**src/rtl/writeback_unit.sv**
```systemverilog
// Writeback stage: a 2-entry result buffer feeding the register file write port,
// plus a per-register outstanding-write scoreboard that decode queries for hazards.
module writeback_unit #(
  parameter int DATA_W = 16,
  parameter int ADDR_W = 5,
  parameter int DEPTH  = 2
) (
  input  logic              clk,
  input  logic              rst,
  input  logic              wb_valid,
  output logic              wb_ready,
  input  logic              wb_reg_write,
  input  logic [ADDR_W-1:0] wb_dest,
  input  logic [DATA_W-1:0] wb_data,
  input  logic              rf_ready,
  output logic              reg_write_en,
  output logic [ADDR_W-1:0] reg_write_dest,
  output logic [DATA_W-1:0] reg_write_data,
  input  logic              issue_valid,
  input  logic [ADDR_W-1:0] issue_dest,
  output logic              issue_ready,
  input  logic [ADDR_W-1:0] query_addr_1,
  input  logic [ADDR_W-1:0] query_addr_2,
  output logic              hazard_1,
  output logic              hazard_2
);

  localparam int NREG  = 1 << ADDR_W;
  localparam int PTR_W = (DEPTH > 1) ? $clog2(DEPTH) : 1;
  localparam int CNT_W = $clog2(DEPTH + 1);

  // Handshakes: a transfer happens on a rising edge where valid && ready are both
  // high; ready never depends on valid, and a non-transferring offer may change freely.
  logic [CNT_W-1:0]  count;
  logic [PTR_W-1:0]  wr_ptr;
  logic [PTR_W-1:0]  rd_ptr;
  logic [ADDR_W-1:0] fifo_dest [DEPTH];
  logic [DATA_W-1:0] fifo_data [DEPTH];

  logic [1:0]        cnt [NREG];
  logic [NREG-1:0]   inc_vec;
  logic [NREG-1:0]   dec_vec;

  logic accept;
  logic enq;
  logic retire;
  logic issue_inc;

  // Result buffer handshake and head presentation
  assign wb_ready       = (count < CNT_W'(DEPTH));
  assign accept         = wb_valid && wb_ready;
  assign enq            = accept && wb_reg_write && (wb_dest != '0);
  assign reg_write_en   = (count != '0);
  assign reg_write_dest = reg_write_en ? fifo_dest[rd_ptr] : '0;
  assign reg_write_data = reg_write_en ? fifo_data[rd_ptr] : '0;
  assign retire         = reg_write_en && rf_ready;

  // Scoreboard query ports
  assign issue_ready = !((issue_dest != '0) && (cnt[issue_dest] == 2'd3));
  assign issue_inc   = issue_valid && issue_ready && (issue_dest != '0);
  assign hazard_1    = (cnt[query_addr_1] != 2'd0);
  assign hazard_2    = (cnt[query_addr_2] != 2'd0);

  always_ff @(posedge clk) begin
    if (rst) begin
      count  <= '0;
      wr_ptr <= '0;
      rd_ptr <= '0;
    end else begin
      if (enq) begin
        wr_ptr <= wr_ptr + PTR_W'(1);
      end
      if (retire) begin
        rd_ptr <= rd_ptr + PTR_W'(1);
      end
      case ({enq, retire})
        2'b10:   count <= count + CNT_W'(1);
        2'b01:   count <= count - CNT_W'(1);
        default: count <= count;
      endcase
    end
  end

  // Payload storage needs no reset; validity is carried entirely by count.
  always_ff @(posedge clk) begin
    if (!rst && enq) begin
      fifo_dest[wr_ptr] <= wb_dest;
      fifo_data[wr_ptr] <= wb_data;
    end
  end

  always_comb begin
    inc_vec = '0;
    dec_vec = '0;
    if (issue_inc) begin
      inc_vec[issue_dest] = 1'b1;
    end
    if (retire) begin
      dec_vec[reg_write_dest] = 1'b1;
    end
  end

  // Same-edge issue and retire on one register cancel; a stray retire saturates at 0.
  always_ff @(posedge clk) begin
    if (rst) begin
      for (int i = 0; i < NREG; i++) begin
        cnt[i] <= 2'd0;
      end
    end else begin
      cnt[0] <= 2'd0;
      for (int i = 1; i < NREG; i++) begin
        if (inc_vec[i] && !dec_vec[i]) begin
          cnt[i] <= cnt[i] + 2'd1;
        end else if (dec_vec[i] && !inc_vec[i] && (cnt[i] != 2'd0)) begin
          cnt[i] <= cnt[i] - 2'd1;
        end
      end
    end
  end

endmodule

```
**config.mk**
```make
export PLATFORM = sky130hd
export DESIGN_NAME = writeback_unit
export DESIGN_NICKNAME = d
export VERILOG_FILES = /design/src/rtl/writeback_unit.sv
export SDC_FILE = /design/constraint.sdc
export NUM_CORES = 1
export LEC_CHECK = 0
export ABC_AREA = 1
export CAP_MARGIN = 0
export CORE_MARGIN = 2
export CORE_UTILIZATION = 50
export DETAILED_ROUTE_END_ITERATION = 10
export HOLD_SLACK_MARGIN = 0.1
export PLACE_DENSITY_LB_ADDON = 0.08
export SYNTH_ARGS = -nofsm -noshare
export SYNTH_HDL_FRONTEND = slang
export SYNTH_SLANG_ARGS = --single-unit
```
**constraint.sdc**
```tcl
create_clock -name clk -period 3.4 [get_ports clk]
set_clock_uncertainty 0.2 [all_clocks]
set_input_delay 0.68 -clock clk [delete_from_list [all_inputs] [get_ports clk]]
set_output_delay 0.68 -clock clk [all_outputs]
set_load 0.01 [all_outputs]
```
==> results of run 1 <==
## placed cells by master (no fill, tap or decap), drive strengths merged
master / n
ha: 2
dlygate4sd2: 2
o21ai: 28
nand3b: 2
nand2: 353
inv: 82
dlymetal6s2s: 3
o22ai: 14
o32ai: 1
clkdlybuf4s50: 60
a21oi: 69
or2: 3
nand3: 71
nor4: 1
nand4: 33
nor2: 151
o2111ai: 1
o311ai: 3
buf: 81
clkinv: 1
o211ai: 5
clkinvlp: 3
dfxtp: 5
edfxtp: 104
xor2: 9
nor3: 38
xnor2: 1
clkbuf: 10
o31ai: 2
## sequential cells by signal, indices dropped and copies added, names as in the netlist, named ones only
| register | flops |
|---|---|
| fifo_dest | 10 |
| cnt | 62 |
| count | 2 |
| fifo_data | 32 |
| wr_ptr | 1 |
| rd_ptr | 1 |
## worst max-delay path by stage
| stage | endpoint | slack (ns) | depth (start not counted) |
|---|---|---|---|
| 2_1_floorplan | fifo_data[1][0]$_DFFE_PP_ | 0.53 | 5 |
| 3_3_place_gp | issue_ready | -0.17 | 13 |
| 3_5_place_dp | issue_ready | -0.20 | 13 |
| 4_1_cts | hazard_1 | 0.08 | 10 |
| 5_1_grt | hazard_2 | 0.005 | 11 |
| 6_report | hazard_2 | 0.15 | 11 |
## worst max-delay path: stages
cell and delay (ns):
clkdlybuf4s50_1 0.50, inv_1 0.09, nand2_2 0.13, nor2_1 0.06, a21oi_1 0.16, o2111ai_2 0.15
o31ai_1 0.11, a21oi_1 0.10, nand2_1 0.06, nand2_1 0.04, dlygate4sd2_1 0.27
## cells by family (layout without fill, tap and decap cells)
group / Yosys count / after routing
flops: 109 / 109
simple gates: 652 / 652
fa+ha+maj: 2 / 2
xor+xnor: 10 / 10
compound gates: 123 / 123
buf+inv: 116 / 242
## power by group through the flow
stage	clock [mW]	combinational, mW	sequential (mW)
after floorplan	0	0.693	1.64
after global placement	0	1.27	1.66
after detailed placement	0	1.27	1.66
after CTS	1.05	1.28	1.63
after global routing	1.11	1.41	1.64
final	1.04	1.29	1.63
## metrics by stage
step           power, mW  TNS (ns)  cell area [um2]  setup WS, ns  utilization, %
3_3_place_gp        2.93     -1.18             8600        -0.174            61.5
4_1_cts             3.96         0             8900        0.0786            63.6
3_5_place_dp        2.93     -2.45             8600        -0.197            61.5
6_report            3.96         0             8910         0.148            63.7
2_1_floorplan       2.33         0             7230         0.530               -
5_1_grt             4.16         0             8910       0.00503            63.7
## cell type report
cell class / count / area (um2)
clock inverters: 7 / 57.6
well taps: 180 / 225
inverters: 79 / 297
clock buffers: 9 / 225
repair buffers: 147 / 1300
flip-flops and latches: 109 / 3220
multi-input cells: 787 / 3580
fillers: 1278 / 5080
## layer usage
layer | track usage (%) | wire, um | vias to the layer above
met4 | 9.52 | 651 | 0
met5 | 0 | 0 | -
li1 | - | - | 3643
met1 | 34.6 | 8640 | 3264
met2 | 43.0 | 9300 | 319
met3 | 6.76 | 1930 | 49
==> results.py, run 1 <==
metrics = {
    "pwr": {
        "power_density_nw_per_um2": 444,
        "p_seq_share_pct": 41.2,
        "comb_power_share_pct": 32.6,
        "power.switching_mw": 1.36,
        "switching_share_pct": 34.5,
        "power.internal_mw": 2.59,
        "power_frac_clock_pct": 26.2,
        "ir_worst_vdd_uv": 441,
        "leakagePower_nw": 3.81,
    },
    "synthesis": {
        "ys_ff_latch": 109,
        "synth_edf_count": 104,
        "netlist.area_leader.share_pct": 43.2,
        "synth_cells": 1012,
        "ys_types": 32,
        "synthSimpleGateAreaFrac_pct": 38.3,
        "synth_nets": 1056,
        "synth_seq_area_share_pct": 44.6,
        "synthAdderAreaFrac_pct": 0.346,
        "synth-xor-area-share_pct": 1.21,
        "yosysTopAreaCell": "edfxtp_1",
        "async_flop_share_pct": 0,
        "muxShareOfSynthArea_pct": 0,
        "synthTopCellsByCount": "353 x nand2_1, 150 x nor2_1, 104 x edfxtp_1",
        "yosysMostFrequentCell": "nand2_1",
        "synth_top_family_by_area": "simple AND/OR/NAND/NOR gates",
        "syn_area_um2": 7230,
        "synthFlopType": "edfxtp_1",
        "yosysWarnings": 0,
        "postSynthAreaPerCell_um2": 7.14,
        "synth_compound_area_share_pct": 9.26,
        "ys_top_cells_by_area": "edfxtp_1 43%, nand2_1 18%, nor2_1 7.8%",
    },
    "critical_path": {
        "path_class": "input port to primary output",
        "arrival_ns": 2.37,
        "worstPathMaxFanout": 5,
        "cp.required_ns": 2.52,
        "crit_path_start": "query_addr_2[0]",
        "rr_endpoint": "cnt[23][1]$_SDFFCE_PP0P_",
        "regToRegSetupSlack_ns": 0.56,
        "setup.worst_path.end_class": "primary output",
        "rr_worst_depth": 9,
        "r2r_start": "count[0]$_SDFFE_PP0P_",
        "start_kind": "input port",
    },
    "die": {
        "ios": 68,
        "rows": 43,
        "dieHeight_um": 124,
        "core-area_um2": 14000,
        "initial_core_util_pct": 51.7,
        "dieArea_um2": 15400,
        "die_w_um": 124,
    },
    "min_path": {
        "hold_depth": 1,
        "min_from": "rd_ptr$_SDFFE_PP0P_",
        "worstHoldPathType": "flop to flop",
        "hold_end": "rd_ptr$_SDFFE_PP0P_",
    },
    "cts": {
        "cts_tree": "yes",
        "clockBufferDepth": 2,
        "clk_latency_ns": 0.36,
        "holdBufCountCts": 0,
        "clkTransAtPathRegs_ns": 0.07,
        "clock-root-buffer": "clkbuf_16",
        "cts.sinks": 109,
        "htreeDepth": 3,
        "post-cts-setup-buffers": 0,
        "cts-buffers-inserted": 9,
        "cts.repair.resized": 9,
    },
    "sta": {
        "fin_crit_sh_pct": 95.6,
        "worst_slew_pin_slew_ns": 0.581,
        "slew_viol_final": 0,
        "fmax_ghz": 0.308,
        "final-hold-violation-count": 0,
        "rsz0062_at_grt": "false",
        "final-setup-viol-count": 0,
        "min_period_ns": 3.25,
        "fin_hold_ws_ns": 0.260,
        "slew_headroom_pct": 61.3,
    },
    "grt": {
        "grt_max_degree": 62,
        "grt_pass1_wl_mm": 33.0,
        "grt.total_usage_pct": 26.6,
        "grt_pass1_vias": 6744,
        "antenna_found_initial": 0,
        "grt-ovfl-total": 0,
    },
    "layout": {
        "drive_above_1_share_pct": 11.0,
        "area_growth_pct": 23.3,
        "antenna_cells": 0,
        "finish.cell_count_without_fillers": 1318,
        "finish.net_count": 1177,
    },
    "job": {
        "drv_cap": 0,
    },
    "outcome": {
        "status": "complete, no violations",
    },
    "placement": {
        "io_buffers": 67,
        "gp_congestion": 1.00,
        "dp_hpwl_mm": 15.3,
        "place_inst": 1302,
    },
    "detailed_routing": {
        "drt_iter0_drc": 858,
        "ant_nets": 0,
        "num_vias": 7275,
        "vias_per_cell": 5.52,
        "drt-pass1-iter-count": 5,
        "routedWlPerCell_um": 15.6,
        "drt_wl_total_mm": 20.5,
        "drcViolationCount": 0,
    },
}
(Power assumes the default switching activity.)
==> run 2: changes to the inputs <==
--- a/config.mk
+++ b/config.mk
@@ -7,7 +7,7 @@
 export LEC_CHECK = 0
 export ABC_AREA = 1
 export CAP_MARGIN = 0
-export CORE_MARGIN = 2
+export CORE_MARGIN = 3
 export CORE_UTILIZATION = 50
 export DETAILED_ROUTE_END_ITERATION = 10
 export HOLD_SLACK_MARGIN = 0.1
==> run 2 against run 1 <==
- cell count fell by 0.30%
- first-iteration DRC count is 30% lower
- final area decreased by 0.34%
- die area grew 3.2%
- critical path depth rose by 1
- sequential power about the same
- global-route usage rose by 0.33 points
- clock power about the same
- routed wire length increased by 2.7%
- sequential share of layout area rose by 0.12 points
- critical path type unchanged
- register-to-register slack lost 0.04 ns
==> results.py, run 2 (synthesis results as in run 1) <==
metrics = {
    "outcome": {
        "status": "complete, no violations",
    },
    "detailed_routing": {
        "drcViolationCount": 0,
        "num_vias": 7311,
        "vias_per_cell": 5.56,
        "routedWlPerCell_um": 16.0,
        "ant_nets": 0,
        "drt_iter0_drc": 597,
        "drt_wl_total_mm": 21.1,
        "drt-pass1-iter-count": 6,
    },
    "critical_path": {
        "rr_worst_depth": 9,
        "regToRegSetupSlack_ns": 0.52,
        "start_kind": "input port",
        "cp.required_ns": 2.52,
        "rr_endpoint": "cnt[30][1]$_SDFFCE_PP0P_",
        "worstPathMaxFanout": 12,
        "arrival_ns": 2.38,
        "path_class": "input port to primary output",
        "setup.worst_path.end_class": "primary output",
    },
    "die": {
        "dieArea_um2": 15900,
        "ios": 68,
        "core-area_um2": 14000,
        "die_w_um": 126,
        "dieHeight_um": 126,
        "rows": 43,
        "initial_core_util_pct": 51.7,
    },
    "cts": {
        "cts-buffers-inserted": 9,
        "clkTransAtPathRegs_ns": 0.07,
        "clock-root-buffer": "clkbuf_16",
        "cts_tree": "yes",
        "htreeDepth": 3,
        "cts.sinks": 109,
        "clockBufferDepth": 2,
        "clk_latency_ns": 0.36,
    },
    "sta": {
        "fin_crit_sh_pct": 96.0,
        "min_period_ns": 3.26,
        "slew_headroom_pct": 54.4,
        "rsz0062_at_grt": "false",
        "worst_slew_pin_slew_ns": 0.683,
        "final-hold-violation-count": 0,
        "fmax_ghz": 0.306,
        "final-setup-viol-count": 0,
        "slew_viol_final": 0,
        "fin_tns_setup_ns": 0,
    },
    "pwr": {
        "switching_share_pct": 34.4,
        "power.internal_mw": 2.60,
        "comb_power_share_pct": 32.8,
        "finalPower_mw": 3.96,
        "ir_worst_vdd_uv": 373,
        "power_frac_clock_pct": 25.9,
        "p_seq_share_pct": 41.3,
        "power_density_nw_per_um2": 446,
        "power.switching_mw": 1.36,
        "leakagePower_nw": 3.81,
    },
    "layout": {
        "largest_register_ffs": 62,
        "final_common_cell": "nand2_1",
        "fillers": 1262,
        "final_cell_mix": "348 x nand2_1, 142 x nor2_1, 104 x edfxtp_1",
        "largest_registers": "cnt (62), fifo_data (32), fifo_dest (10)",
        "drive_above_1_share_pct": 11.3,
        "top_register": "cnt",
        "antenna_cells": 0,
        "area_growth_pct": 22.9,
        "finish.net_count": 1173,
    },
    "grt": {
        "antenna_found_initial": 0,
        "grt_pass1_vias": 6772,
        "grt_max_degree": 47,
        "grt_pass1_wl_mm": 34.0,
        "grt-ovfl-total": 0,
        "grt.total_usage_pct": 26.9,
    },
    "placement": {
        "gp_congestion": 0.948,
        "io_buffers": 67,
        "dp_hpwl_mm": 15.9,
    },
    "job": {
        "drv_cap": 0,
    },
    "min_path": {
        "worstHoldPathType": "flop to flop",
        "min_from": "rd_ptr$_SDFFE_PP0P_",
        "hold_depth": 1,
    },
}
## run 2: cell count changes in the layout (fill, tap and decap cells not counted), moves of 2 or more
cell,change
nor3_4,+2
nor2_1,-5
clkinvlp_4,-2
buf_4,-4
nor2_2,+5
inv_2,+2
inv_1,-2
nor3_2,-2
clkdlybuf4s50_1,-3
## run 2: what timing repair did
action | 4_1_cts | 5_1_grt
pin swaps | 0 | 1
resized for setup | 16 | 16
endpoints found under the setup margin | 3 | 20
hold buffers | 0 | 0
setup buffers | 0 | 0
## run 2: critical path, stage by stage
cell and delay [ns]:
clkdlybuf4s50_1 0.51, buf_4 0.21, nand2_1 0.08, inv_1 0.07, nand2_1 0.05, nand3_1 0.09, nand2_1 0.05, nand2_1 0.10
nor2_1 0.06, nand2_1 0.07, nand2_2 0.09, dlygate4sd2_1 0.30
## run 2: area by class of cell
| class | instances | area, um2 | area share (%) |
|---|---|---|---|
| multi-input combinational | 787 | 3590 | 40.5 |
| timing repair buffer | 143 | 1260 | 14.2 |
| inverter | 79 | 297 | 3.34 |
| tap | 180 | 225 | 2.54 |
| sequential | 109 | 3220 | 36.3 |
| clock buffer | 9 | 225 | 2.54 |
| clock inverter | 7 | 56.3 | 0.634 |
## run 2: metrics by stage
| step | worst slack (ns) | util, % | instance area, um2 | cells | hold slack (ns) |
|---|---|---|---|---|---|
| after floorplan | 0.530 | - | 7230 | 1012 | 0.226 |
| after global placement | -0.244 | 61.2 | 8560 | 1298 | 0.238 |
| after detailed placement | -0.236 | 61.2 | 8560 | 1298 | 0.253 |
| after CTS | 0.0546 | 63.3 | 8860 | 1314 | 0.259 |
| after global routing | 0.00878 | 63.5 | 8880 | 1314 | 0.285 |
| final | 0.137 | 63.5 | 8880 | 1314 | 0.255 |
## run 2: worst max-delay path by stage
stage / start / endpoint / slack (ns) / cells after the start
2_1_floorplan: rst / fifo_data[1][0]$_DFFE_PP_ / 0.53 / 5
3_3_place_gp: issue_dest[3] / issue_ready / -0.24 / 9
3_5_place_dp: issue_dest[3] / issue_ready / -0.24 / 9
4_1_cts: issue_dest[0] / issue_ready / 0.05 / 12
5_1_grt: cnt[12][0]$_SDFFCE_PN0P_ / hazard_2 / 0.009 / 8
6_report: issue_dest[1] / issue_ready / 0.14 / 12
## run 2: power by group through the flow
stage	Clock, mW	Sequential, mW	Combinational [mW]
2_1_floorplan	0	1.64	0.693
3_3_place_gp	0	1.66	1.28
3_5_place_dp	0	1.67	1.28
4_1_cts	1.05	1.64	1.29
5_1_grt	1.10	1.65	1.43
6_report	1.03	1.64	1.30
## run 2: per-layer routing
metal	vias to the layer above	global-route usage [%]	part of all wire, %
met4	0	8.77	2.3
met5	-	0	0
met3	38	5.98	9.2
met2	313	44.2	47
li1	3643	-	-
met1	3317	35.5	42
